$ cat src/rtl/bomb_pkg.sv
// Shared constants, slot phase encoding and blast-zone geometry helpers
// for the two-player bomb pool.
package bomb_pkg;

  localparam int DEF_FUSE_FRAMES  = 120;
  localparam int DEF_BLAST_FRAMES = 30;
  localparam int DEF_BOMB_SIZE    = 8;
  localparam int DEF_BLAST_RADIUS = 24;
  localparam int CNT_W            = 8;

  localparam logic P1 = 1'b0;
  localparam logic P2 = 1'b1;

  typedef enum logic [1:0] {
    S_IDLE  = 2'd0,
    S_FUSE  = 2'd1,
    S_BLAST = 2'd2
  } slot_state_t;

  // Larger-minus-smaller on zero-extended operands, so the result never wraps.
  function automatic logic [10:0] abs_diff11(input logic [9:0] a, input logic [9:0] b);
    logic [10:0] ea;
    logic [10:0] eb;
    ea = {1'b0, a};
    eb = {1'b0, b};
    if (ea >= eb) begin
      abs_diff11 = ea - eb;
    end else begin
      abs_diff11 = eb - ea;
    end
  endfunction

  function automatic logic in_zone(input logic [9:0] px, input logic [9:0] py,
                                   input logic [9:0] bx, input logic [9:0] by,
                                   input logic [10:0] radius);
    in_zone = (abs_diff11(px, bx) <= radius) && (abs_diff11(py, by) <= radius);
  endfunction

endpackage

$ cat src/rtl/bomb_slot.sv
// One bomb slot: IDLE -> FUSE -> BLAST -> IDLE with a shared down-counter,
// plus the position and owner latched when the slot is started.
module bomb_slot
  import bomb_pkg::*;
#(
  parameter int FUSE_FRAMES  = DEF_FUSE_FRAMES,
  parameter int BLAST_FRAMES = DEF_BLAST_FRAMES
) (
  input  logic       frame_clk,
  input  logic       Reset,
  input  logic       start,
  input  logic [9:0] startX,
  input  logic [9:0] startY,
  input  logic       start_owner,
  output logic       busy,
  output logic       blast,
  output logic [9:0] X,
  output logic [9:0] Y,
  output logic       owner
);

  slot_state_t      state_r;
  logic [CNT_W-1:0] cnt_r;
  logic [9:0]       x_r;
  logic [9:0]       y_r;
  logic             owner_r;

  // Phase sequencing; position and owner only change on a start from IDLE.
  always_ff @(posedge frame_clk or posedge Reset) begin
    if (Reset) begin
      state_r <= S_IDLE;
      cnt_r   <= {CNT_W{1'b0}};
      x_r     <= 10'd0;
      y_r     <= 10'd0;
      owner_r <= 1'b0;
    end else begin
      case (state_r)
        S_IDLE: begin
          if (start) begin
            state_r <= S_FUSE;
            cnt_r   <= CNT_W'(FUSE_FRAMES - 1);
            x_r     <= startX;
            y_r     <= startY;
            owner_r <= start_owner;
          end
        end
        S_FUSE: begin
          if (cnt_r == {CNT_W{1'b0}}) begin
            state_r <= S_BLAST;
            cnt_r   <= CNT_W'(BLAST_FRAMES - 1);
          end else begin
            cnt_r <= cnt_r - CNT_W'(1);
          end
        end
        S_BLAST: begin
          if (cnt_r == {CNT_W{1'b0}}) begin
            state_r <= S_IDLE;
          end else begin
            cnt_r <= cnt_r - CNT_W'(1);
          end
        end
        default: begin
          state_r <= S_IDLE;
          cnt_r   <= {CNT_W{1'b0}};
        end
      endcase
    end
  end

  assign busy  = (state_r != S_IDLE);
  assign blast = (state_r == S_BLAST);
  assign X     = x_r;
  assign Y     = y_r;
  assign owner = owner_r;

endmodule

$ cat src/rtl/bomb_scheduler.sv
// Two-player bomb pool: drop-request edge detection, one-bomb-per-player
// limit, round-robin grant onto two slots, and registered blast-hit flags.
module bomb_scheduler
  import bomb_pkg::*;
#(
  parameter int FUSE_FRAMES  = DEF_FUSE_FRAMES,
  parameter int BLAST_FRAMES = DEF_BLAST_FRAMES,
  parameter int BOMB_SIZE    = DEF_BOMB_SIZE,
  parameter int BLAST_RADIUS = DEF_BLAST_RADIUS
) (
  input  logic       frame_clk,
  input  logic       Reset,
  input  logic [1:0] drop_req,
  input  logic [9:0] p1X,
  input  logic [9:0] p1Y,
  input  logic [9:0] p2X,
  input  logic [9:0] p2Y,
  output logic [1:0] grant,
  output logic [1:0] slot_busy,
  output logic [1:0] slot_blast,
  output logic [1:0] slot_owner,
  output logic [9:0] bomb0X,
  output logic [9:0] bomb0Y,
  output logic [9:0] bomb1X,
  output logic [9:0] bomb1Y,
  output logic [9:0] bombS,
  output logic [1:0] hit
);

  logic [1:0] req_prev_r;
  logic [1:0] pending_r;
  logic       rr_ptr_r;
  logic [1:0] grant_r;
  logic [1:0] hit_r;

  logic [1:0] rise_s;
  logic [1:0] owns_s;
  logic [1:0] grant_s;
  logic [1:0] start_s;
  logic       rr_next_s;
  logic [1:0] pending_next_s;
  logic [1:0] hit_s;
  logic [9:0] win_x_s;
  logic [9:0] win_y_s;
  logic       win_owner_s;

  logic [1:0] busy_s;
  logic [1:0] blast_s;
  logic [1:0] owner_s;
  logic [9:0] bx_s [2];
  logic [9:0] by_s [2];

  assign rise_s = drop_req & ~req_prev_r;

  assign owns_s[0] = (busy_s[0] && (owner_s[0] == P1)) || (busy_s[1] && (owner_s[1] == P1));
  assign owns_s[1] = (busy_s[0] && (owner_s[0] == P2)) || (busy_s[1] && (owner_s[1] == P2));

  // Pick at most one winner and route it to the lowest free slot.
  always_comb begin
    grant_s   = 2'b00;
    start_s   = 2'b00;
    rr_next_s = rr_ptr_r;
    if (busy_s != 2'b11) begin
      if (pending_r == 2'b11) begin
        grant_s   = rr_ptr_r ? 2'b10 : 2'b01;
        rr_next_s = ~rr_ptr_r;
      end else begin
        grant_s = pending_r;
      end
    end else begin
      grant_s = 2'b00;
    end
    if (grant_s != 2'b00) begin
      start_s = busy_s[0] ? 2'b10 : 2'b01;
    end else begin
      start_s = 2'b00;
    end
  end

  assign win_owner_s = grant_s[1];
  assign win_x_s     = grant_s[1] ? p2X : p1X;
  assign win_y_s     = grant_s[1] ? p2Y : p1Y;

  // A fresh press is dropped if that player already has a bomb or is being granted now.
  assign pending_next_s = (pending_r & ~grant_s) | (rise_s & ~owns_s & ~grant_s);

  assign hit_s[0] = (blast_s[0] && in_zone(p1X, p1Y, bx_s[0], by_s[0], 11'(BLAST_RADIUS))) ||
                    (blast_s[1] && in_zone(p1X, p1Y, bx_s[1], by_s[1], 11'(BLAST_RADIUS)));
  assign hit_s[1] = (blast_s[0] && in_zone(p2X, p2Y, bx_s[0], by_s[0], 11'(BLAST_RADIUS))) ||
                    (blast_s[1] && in_zone(p2X, p2Y, bx_s[1], by_s[1], 11'(BLAST_RADIUS)));

  // Request bookkeeping, arbitration pointer and registered pulses/flags.
  always_ff @(posedge frame_clk or posedge Reset) begin
    if (Reset) begin
      req_prev_r <= 2'b00;
      pending_r  <= 2'b00;
      rr_ptr_r   <= 1'b0;
      grant_r    <= 2'b00;
      hit_r      <= 2'b00;
    end else begin
      req_prev_r <= drop_req;
      pending_r  <= pending_next_s;
      rr_ptr_r   <= rr_next_s;
      grant_r    <= grant_s;
      hit_r      <= hit_s;
    end
  end

  for (genvar i = 0; i < 2; i++) begin : gen_slot
    bomb_slot #(
      .FUSE_FRAMES (FUSE_FRAMES),
      .BLAST_FRAMES(BLAST_FRAMES)
    ) u_slot (
      .frame_clk  (frame_clk),
      .Reset      (Reset),
      .start      (start_s[i]),
      .startX     (win_x_s),
      .startY     (win_y_s),
      .start_owner(win_owner_s),
      .busy       (busy_s[i]),
      .blast      (blast_s[i]),
      .X          (bx_s[i]),
      .Y          (by_s[i]),
      .owner      (owner_s[i])
    );
  end

  assign grant      = grant_r;
  assign slot_busy  = busy_s;
  assign slot_blast = blast_s;
  assign slot_owner = owner_s;
  assign bomb0X     = bx_s[0];
  assign bomb0Y     = by_s[0];
  assign bomb1X     = bx_s[1];
  assign bomb1Y     = by_s[1];
  assign bombS      = 10'(BOMB_SIZE);
  assign hit        = hit_r;

endmodule

$ cat config.mk
export PLATFORM = sky130hd
export DESIGN_NAME = bomb_scheduler
export DESIGN_NICKNAME = d
export VERILOG_FILES = /design/src/rtl/bomb_pkg.sv /design/src/rtl/bomb_slot.sv /design/src/rtl/bomb_scheduler.sv
export SDC_FILE = /design/constraint.sdc
export NUM_CORES = 1
export LEC_CHECK = 0
export CAP_MARGIN = 15
export CORE_AREA = 2 2 111 156
export DETAILED_ROUTE_END_ITERATION = 10
export DIE_AREA = 0 0 113 158
export PLACE_DENSITY = 0.82
export SETUP_SLACK_MARGIN = 0.3
export SYNTH_ARGS = -nofsm -noshare
export SYNTH_HDL_FRONTEND = slang
export SYNTH_SLANG_ARGS = --single-unit
$ cat constraint.sdc
create_clock -name frame_clk -period 3.21 [get_ports frame_clk]
set_input_delay 0.4815 -clock frame_clk [delete_from_list [all_inputs] [get_ports frame_clk]]
set_output_delay 0.4815 -clock frame_clk [all_outputs]
set_load 0.05 [all_outputs]
## After elaboration in Yosys (flattened, before gate mapping)

Index checks and enable logic that the tools add are counted.

- Add/subtract/negate cells: 18
- Magnitude comparators: 16
- Eq/ne operators: 14
- Mux-type cells: 31
- Bitwise gates (word level): 11
- Reductions and logical operators: 30

Operators by type and width:

| operator | number |
|---|---|
| subtractor 10 x 10 -> 11 bit | 16 |
| <= comparator 11 x 5 -> 1 bit, second input constant | 8 |
| 2-to-1 mux 11 bit | 8 |
| greater-or-equal comparator 10 bit | 8 |
| 2-to-1 mux 8 bit | 6 |
| one-hot mux 8 bit (3 select lines) | 2 |
| 2-to-1 mux 2 bit | 11 |
| 2-to-1 mux 10 bit | 2 |
| logical NOT 8 bit | 2 |
| subtractor 8 x 1 -> 8 bit, second input constant | 2 |
| != test 2 bit, second input constant | 7 |
| logical AND 1 bit | 12 |
| one-hot mux 2 bit (3 select lines) | 2 |
| AND reduction 2 bit | 5 |
| AND 2 bit | 4 |
| equality test 2 bit, second input constant | 3 |
| NOT 2 bit | 3 |
| AND reduction 3 bit | 2 |
| nonzero test 2 bit | 3 |
| equality test 2 x 1 -> 1 bit, second input constant | 2 |
| logical NOT 2 bit | 2 |
| logical OR 1 bit | 4 |
| != test 2 x 1 -> 1 bit, second input constant | 2 |
| NOT 1 bit | 3 |
| OR 2 bit | 1 |

- Flip-flop bits (word level): 71
- Input port bits: 44
- Output and inout bits: 60
- Word-level logic and storage cells: 135

## Logic depth before layout (Yosys ltp)

Gate-level depths: netlist of the first run.

- Word-level depth: 7
- Gate-level depth with buffers: 12
- Gate-level depth less buffers: 11

## Hierarchy

Synthesis of the first run repeated with hierarchy kept, for this count alone.

- Cells, all modules: 1266
- Area total of the unflattened synthesis: 10212.3 µm²

By module, submodules not included:

| module | instances | cells an instance | area an instance (µm²) | sequential area each (µm²) |
|---|---|---|---|---|
| bomb_scheduler | 1 | 1014 | 7229.4 | 225.2 |
| bomb_slot | 2 | 126 | 1491.4 | 775.7 |

## Least setup slack after synthesis of the first run

No wires, ideal clock.

- Path type: register -> register
- Start point: register gen_slot[1].u_slot.y_r[4]
- End point: register hit_r[0] (netlist: hit[0])
- Setup time: 0.101 ns
- Arrival time: 2.750 ns
- Data required time: 3.109 ns
- Slack: 0.359 ns
- Cell stages (with the launch flop): 12
- Buffers on the path: 1
- Clock period less this slack: 2.851 ns
- Cells stage by stage: dfrtp_1 ha_1 buf_6 or3_1 o21ai_2 a21oi_2 a21o_1 a221o_1 o22ai_2 a211oi_1 a2111o_1 o32ai_1

- Word-level cells in the longest chain between the ends: 6
- Elaborated cells on any way between the ends: 8
- Those cells by class: add/sub (2); order compare (2); mux (1); reduce/logical (3)

Ends and longest elaborated chain:

| item | line | text |
|---|---|---|
| from (decl) | bomb_slot.sv:25 | `logic [9:0] y_r;` |
| from (signal assigned) | bomb_slot.sv:43 | `y_r <= startY;` |
| subtractor 10 x 10 -> 11 bit (tied with other cells) | bomb_pkg.sv:29 | `abs_diff11 = eb - ea;` |
| 2-to-1 mux 11 bit (*) | bomb_pkg.sv:26 | `if (ea >= eb) begin` |
| <= comparator 11 x 5 -> 1 bit (*) | bomb_pkg.sv:36 | `in_zone = (abs_diff11(px, bx) <= radius) && (abs_diff11(py, by) <= radius);` |
| logical AND 1 bit (*) | bomb_pkg.sv:36 |  |
| logical AND 1 bit (*) | bomb_scheduler.sv:88 | `(blast_s[1] && in_zone(p1X, p1Y, bx_s[1], by_s[1], 11'(BLAST_RADIUS)));` |
| logical OR 1 bit (*) | bomb_scheduler.sv:87 | `assign hit_s[0] = (blast_s[0] && in_zone(p1X, p1Y, bx_s[0], by_s[0], 11'(BLAST_RADIUS))) \|\|` |
| named net hit_s[0] | bomb_scheduler.sv:42 | `logic [1:0] hit_s;` |
| to (signal assigned) | bomb_scheduler.sv:105 | `hit_r <= hit_s;` |
| to (decl) | bomb_scheduler.sv:34 | `logic [1:0] hit_r;` |

The timed path passes the listed nets; every way through them passes the cells marked *.
A chain may end at the register's enable or synchronous reset.

## Final worst setup path of the first run

- Start point: input p1Y[2]
- End point: register hit_r[0] (netlist: hit[0])

- Word-level cells in the longest chain between the ends: 6
- Elaborated cells on any way between the ends: 15
- Those cells by class: add/sub (4); order compare (4); mux (2); reduce/logical (5)

Ends and longest elaborated chain:

| item | line | text |
|---|---|---|
| from (decl) | bomb_scheduler.sv:15 | `input logic [9:0] p1Y,` |
| subtractor 10 x 10 -> 11 bit (tied with other cells) | bomb_pkg.sv:29 |  |
| 2-to-1 mux 11 bit | bomb_pkg.sv:26 |  |
| <= comparator 11 x 5 -> 1 bit | bomb_pkg.sv:36 |  |
| logical AND 1 bit | bomb_pkg.sv:36 |  |
| logical AND 1 bit, on equally long branches | bomb_scheduler.sv:87, bomb_scheduler.sv:88 |  |
| logical OR 1 bit (*) | bomb_scheduler.sv:87 |  |
| named net hit_s[0] | bomb_scheduler.sv:42 |  |

Marked as above.

==> flow_metrics.tcl, run 1 <==
set metrics [dict create \
    fp.coreArea_sq_um 16540 \
    post-synth-top-count-cell "ha_1" \
    dp_hpwl_mm 22.81 \
    io_buffers 93 \
    final_max_slew_viol_count 0 \
    slew_headroom_pct 60.15 \
    ios 104 \
    dp_cells 1613 \
    maxCapViolCount 0 \
    cts_tree "done" \
    ff_latch_area_sq_um 1778 \
    cp_top_family "compound AO/OA/AOI/OAI gates" \
    drt_iter0_drc 611 \
    drtAntennaViolNets 0 \
    syn_avg_cell_area_sq_um 7.757 \
    period_share_pct 90.28 \
    num_vias 9810 \
    fin_cells 1635 \
    worst_pin_slew_ns 0.5923 \
    yosysSeqAreaShare_pct 18.65 \
    die_y_um 158 \
    power_density_nw_per_um2 1040 \
    power_mw 12.91 \
    finalClockSkew_ns 0.01006 \
    viasPerCell 6.000 \
    num_rows 56 \
    min_path_type "reg -> reg" \
    setup_viol 0 \
    die-area_sq_um 17850 \
    grt_max_degree 72 \
    cp_slowest_cell "clkdlybuf4s50_1" \
    ys_types 89 \
    antenna_found_initial 0 \
    critPathMaxFanout 5 \
    nNetsFinal 1635 \
    start_util_pct 57.60 \
    ys_top_cells_by_count "ha_1, nand2_1, a21oi_1" \
    yosys_register_bits 71 \
    cts_buffers 9 \
    clk_pin_slew_worst_paths_ns 0.06 \
    worst_hold_slack_ns 0.5135 \
    ctsHoldBuffers 0 \
    critPathArrivalTime_ns 3.14 \
    n_antenna_cell 0 \
    synthTopCellsByArea "ha_1, dfrtp_1, a21oi_1, o21ai_0, nand2_1" \
    period_needed_ns 2.898 \
    clk_path_buf_depth 2 \
    multiInputGateArea_sq_um 7620 \
    syn_area_sq_um 9525 \
    cp.required_ns 3.45 \
    synth_top_cell_area_share_pct 21.41 \
    async_flop_share_pct 100.0 \
    area_delta_synth_final_pct 30.29 \
    critical_path.cell_chain "clkdlybuf4s50_1 > inv_1 > ha_2 > o21a_1 > o31a_1 > o21a_1 > a31oi_4 > o211a_1 > a221oi_2 > a21o_1 > o2111ai_2 > o32ai_2" \
    yosysTopAreaCell "ha_1" \
    hold_viol 0 \
    critPathBufInv 2 \
    outcome "complete, but fails checks" \
    setup_ws_ns 0.3120 \
    drive_gt1_share_pct 19.48 \
    grt_pass1_wl_mm 46.46 \
    gr-usage-all-layers_pct 32.47 \
    finalWirelength_mm 30.19 \
    htree_levels 3 \
    grt_overflow 0 \
    synth_ff_type "dfrtp_1" \
    timing_worst_setup_path_type "in -> reg" \
    n_fill_cell 1230 \
    first_global_vias 9814 \
    die_x_um 113 \
    p_leak_nw 5.941 \
    post-route-drc-count 6 \
    wl_per_cell_um 18.46 \
    cts_sinks 71 \
    cts-root-buf "clkbuf_16" \
    final_util_pct 75.05 \
    gp_congestion 0.9242 \
    max_freq_mhz 345.1 \
    first_pass_iters 8 \
    syn_inst 1228 \
    rsz0062_at_grt "false" \
    crit_top_cell "o21a_1" \
    preCtsSetupSlack_ns -0.3359 \
    max_stage_delay_ns 0.51 \
    cp-end-kind "flip-flop" \
    ys.warnings.count 0 \
    ir_drop_mv 0.6339 \
    synth_edf_count 0 \
    crit_path_start_kind "primary input" \
    violations "design-rule violations" \
    clock_latency_ns 0.35 \
]
-- final cells by class --
type                    instances  area share [%]
clock buffers                  10           1.926
clock inverters                 5          0.6553
inverters                     102           3.085
multi-input cells            1006           61.40
flip-flops and latches         71           14.33
well taps                     203           2.047
repair buffers                238           16.56
-- power by group --
part	leakage (nW)	total, mW	switching [mW]	internal [mW]
Clock	0.155	1.13	0.435	0.700
Sequential	0.855	1.98	0.706	1.27
Combinational	4.93	9.80	5.43	4.37
-- flip-flops by register name, summed over array words and instances, names as in the netlist --
| signal | cells |
|---|---|
| gen_slot.u_slot.X | 20 |
| gen_slot.u_slot.Y | 20 |
| gen_slot.u_slot.cnt_r | 16 |
| gen_slot.u_slot.state_r | 4 |
| gen_slot.u_slot.owner | 2 |
| grant | 2 |
| hit | 2 |
| pending_r | 2 |
| req_prev_r | 2 |
| rr_ptr_r | 1 |
-- cells by family (layout without fill, tap and decap cells) --
logic type / count (synthesis) / after routing / synth area share [%]
multiplexers: 17 / 17 / 1.865
AND/OR/NAND/NOR: 381 / 381 / 19.40
AO/OA/AOI/OAI: 373 / 373 / 25.81
adder cells (fa/ha/maj): 163 / 163 / 21.41
XOR/XNOR: 62 / 62 / 5.701
buffers and inverters: 159 / 355 / 7.080
flip-flops: 71 / 71 / 18.65
other: 2 / 10 / 0.07884
-- worst register-to-register path, delay by kind of cell (launching register included) --
kind | cells | cell delay (ns)
compound gates | 7 | 1.26
fa+ha+maj | 1 | 0.27
buf+inv | 2 | 0.29
flops | 1 | 0.54
simple gates | 2 | 0.34
-- final timing paths --
| check | slack [ns] | cells after the start | end | startpoint |
|---|---|---|---|---|
| worst max-delay path | 0.31 | 12 | hit[0] | p1Y[2] |
| worst min register to register | 0.51 | 1 | rr_ptr_r | rr_ptr_r |
| max in group asynchronous | 2.31 | 3 | gen_slot[0].u_slot.X[1] | Reset |
| worst min-delay path | 0.51 | 1 | rr_ptr_r | rr_ptr_r |
| worst max register to register | 0.40 | 12 | hit[0] | gen_slot[0].u_slot.X[2] |
| min in group asynchronous | 0.55 | 3 | gen_slot[1].u_slot.cnt_r[1] | Reset |
-- stage by stage --
| step | area (sq um) | TNS, ns |
|---|---|---|
| after floorplan | 9555 | 0 |
| after global placement | 11510 | -0.5246 |
| after detailed placement | 11510 | -0.6064 |
| after CTS | 12030 | 0 |
| after global routing | 12410 | 0 |
| final | 12410 | 0 |
-- cell usage in the layout, fill, tap and decap left out, types with 8 or more instances in the layout --
cell / count
a21o_1: 31
a21oi_1: 95
a31oi_1: 13
and2_1: 10
and3_1: 8
buf_4: 144
clkbuf_16: 9
clkdlybuf4s50_1: 82
conb_1: 10
dfrtp_1: 70
dlymetal6s2s_1: 10
ha_1: 134
ha_2: 9
ha_4: 20
inv_1: 88
inv_2: 14
mux2i_1: 11
nand2_1: 108
nand2b_1: 25
nand3_1: 18
nor2_1: 99
nor2b_1: 27
nor3_1: 25
o21a_1: 12
o21ai_0: 84
o21ai_1: 13
or2_2: 10
or3_1: 8
xnor2_1: 36
xor2_1: 26
-- repair_timing --
action,4_1_cts,5_1_grt
buffers inserted,1,6
pin swaps,16,31
endpoints found under the setup margin,2,2
resized for setup,39,76
-- routing by layer --
| layer | GRT usage (%) | up-vias | wire length, um |
|---|---|---|---|
| li1 | - | 4700 | - |
| met1 | 33.52 | 4608 | 11290 |
| met2 | 61.16 | 358 | 15610 |
| met3 | 3.675 | 144 | 1191 |
| met4 | 21.66 | 0 | 2098 |
| met5 | 0 | - | 0 |
(Power assumes the default switching activity.)
==> run 2: changes to the inputs <==
--- a/config.mk
+++ b/config.mk
@@ -14,3 +14,4 @@
 export SYNTH_ARGS = -nofsm -noshare
 export SYNTH_HDL_FRONTEND = slang
 export SYNTH_SLANG_ARGS = --single-unit
+export TNS_END_PERCENT = 10
==> run 2 against run 1 <==
  * The flow still finishes with violations (design-rule violations)
  * Non-clock buffer count grew 2
  * Worst hold slack lost 0.0033 ns
  * Die area is the same
  * Register-to-register slack is essentially flat
  * Largest power group unchanged
==> flow_metrics.tcl, run 2 (synthesis results as in run 1) <==
set metrics [dict create \
    clk_pin_slew_worst_paths_ns 0.06 \
    grt_overflow 0 \
    hold_viol 0 \
    nNetsFinal 1637 \
    swShare_pct 50.89 \
    min_path_type "reg -> reg" \
    p_sw_mw 6.589 \
    min_path_cells 1 \
    gr-usage-all-layers_pct 32.40 \
    grt_max_degree 72 \
    first_pass_iters 8 \
    comb_power_share_pct 75.9 \
    final_cell_mix "buf_4, ha_1, nand2_1" \
    clock_power_share_pct 8.8 \
    cp-end-kind "flip-flop" \
    power_mw 12.95 \
    power_density_nw_per_um2 1040 \
    first_global_vias 9794 \
    cts_buffers 9 \
    cts_sinks 71 \
    drt_iter0_drc 513 \
    outcome "complete, but fails checks" \
    post-route-drc-count 6 \
    finalWirelength_mm 30.37 \
    timing_worst_setup_path_type "in -> reg" \
    clock_latency_ns 0.34 \
    die-area_sq_um 17850 \
    preCtsSetupSlack_ns -0.3359 \
    rrSetupSlack_ns 0.41 \
    dp_hpwl_mm 22.81 \
    max_freq_mhz 346.0 \
    maxCapViolCount 0 \
    setup_ws_ns 0.3197 \
    ios 104 \
    final_max_slew_viol_count 0 \
    worst_hold_slack_ns 0.5102 \
    die_x_um 113 \
    min_from "rr_ptr_r" \
    timing.rr.start "gen_slot[0].u_slot.X[2]" \
    cp.required_ns 3.45 \
    drive_gt1_share_pct 19.60 \
    gp_congestion 0.9242 \
    period_share_pct 90.04 \
    seqPwrFrac_pct 15.3 \
    area_delta_synth_final_pct 30.74 \
    period_needed_ns 2.890 \
    cts_tree "done" \
    p_leak_nw 5.951 \
    rsz0062_at_grt "true" \
    fp.coreArea_sq_um 16540 \
    crit_path_start_kind "primary input" \
    critPathMaxFanout 5 \
    violations "design-rule violations" \
    clk_path_buf_depth 2 \
    final_util_pct 75.31 \
    mostFrequentLayoutCell "buf_4" \
    die_y_um 158 \
    num_vias 9839 \
    start_util_pct 57.60 \
    n_antenna_cell 0 \
    reg2reg_depth 12 \
    cts-root-buf "clkbuf_16" \
    io_buffers 93 \
    ir_drop_mv 0.6338 \
    drtAntennaViolNets 0 \
    worst_pin_slew_ns 0.6758 \
    wl_per_cell_um 18.55 \
    finalClockSkew_ns 0.009369 \
    p_int_mw 6.358 \
    grt_pass1_wl_mm 46.31 \
    antenna_found_initial 0 \
    setup_viol 0 \
    slew_headroom_pct 54.53 \
    min_to "rr_ptr_r" \
    viasPerCell 6.010 \
    num_rows 56 \
    critPathArrivalTime_ns 3.13 \
    rr_endpoint "hit[0]" \
    htree_levels 3 \
]
## run 2: power by group through the flow
stage,Clock [mW],Sequential [mW],Combinational [mW]
3_5_place_dp,0,1.90,8.92
4_1_cts,1.14,1.90,9.25
6_report,1.13,1.98,9.83
3_3_place_gp,0,1.90,8.73
5_1_grt,1.18,2.03,10.6
2_1_floorplan,0,2.56,5.27
## run 2: worst max-delay path by stage
stage	depth (start not counted)	slack, ns	endpoint	startpoint
5_1_grt	12	0.22	hit[0]	p1Y[9]
4_1_cts	13	0.30	hit[1]	p2X[2]
2_1_floorplan	11	0.36	hit[0]	gen_slot[1].u_slot.Y[4]
3_3_place_gp	12	-0.29	hit[0]	p1Y[1]
6_report	12	0.32	hit[0]	p1Y[2]
3_5_place_dp	12	-0.34	hit[0]	p1Y[1]
## run 2: timing repair
action	in CTS	in global routing
hold buffers	0	0
endpoints found under the setup margin	2	2
buffers inserted	1	8
pin swaps	16	38
gates resized for setup	37	79
## run 2: area by class of cell
type                    instances  area, sq um
repair buffers                240         2081
inverters                     102        382.9
clock buffers                  10        239.0
well taps                     203        254.0
flip-flops and latches         71         1778
multi-input cells            1006         7637
fillers                      1222         4083
clock inverters                 5        81.33
## run 2: worst max-delay path, stage by stage
cell and delay (ns):
clkdlybuf4s50_1 0.51, inv_1 0.11, ha_2 0.38, o21a_1 0.12
o31a_1 0.20, o21a_1 0.22, a31oi_4 0.14, o211a_1 0.18
a221oi_2 0.23, a21o_1 0.16, o2111ai_2 0.16, o32ai_2 0.24
## run 2: metrics by stage
step,instances,cell area (sq um),setup TNS (ns)
floorplan,1236,9555,0
global placement,1613,11510,-0.5246
detailed placement,1613,11510,-0.6064
CTS,1629,12010,0
global route,1637,12450,0
finish,1637,12450,0
## run 2: routing by layer
| metal | GRT usage, % | routed length [um] | up-vias |
|---|---|---|---|
| li1 | - | - | 4709 |
| met1 | 33.25 | 11210 | 4628 |
| met2 | 61.05 | 15680 | 350 |
| met3 | 3.828 | 1261 | 152 |
| met4 | 21.84 | 2214 | 0 |
| met5 | 0 | 0 | - |
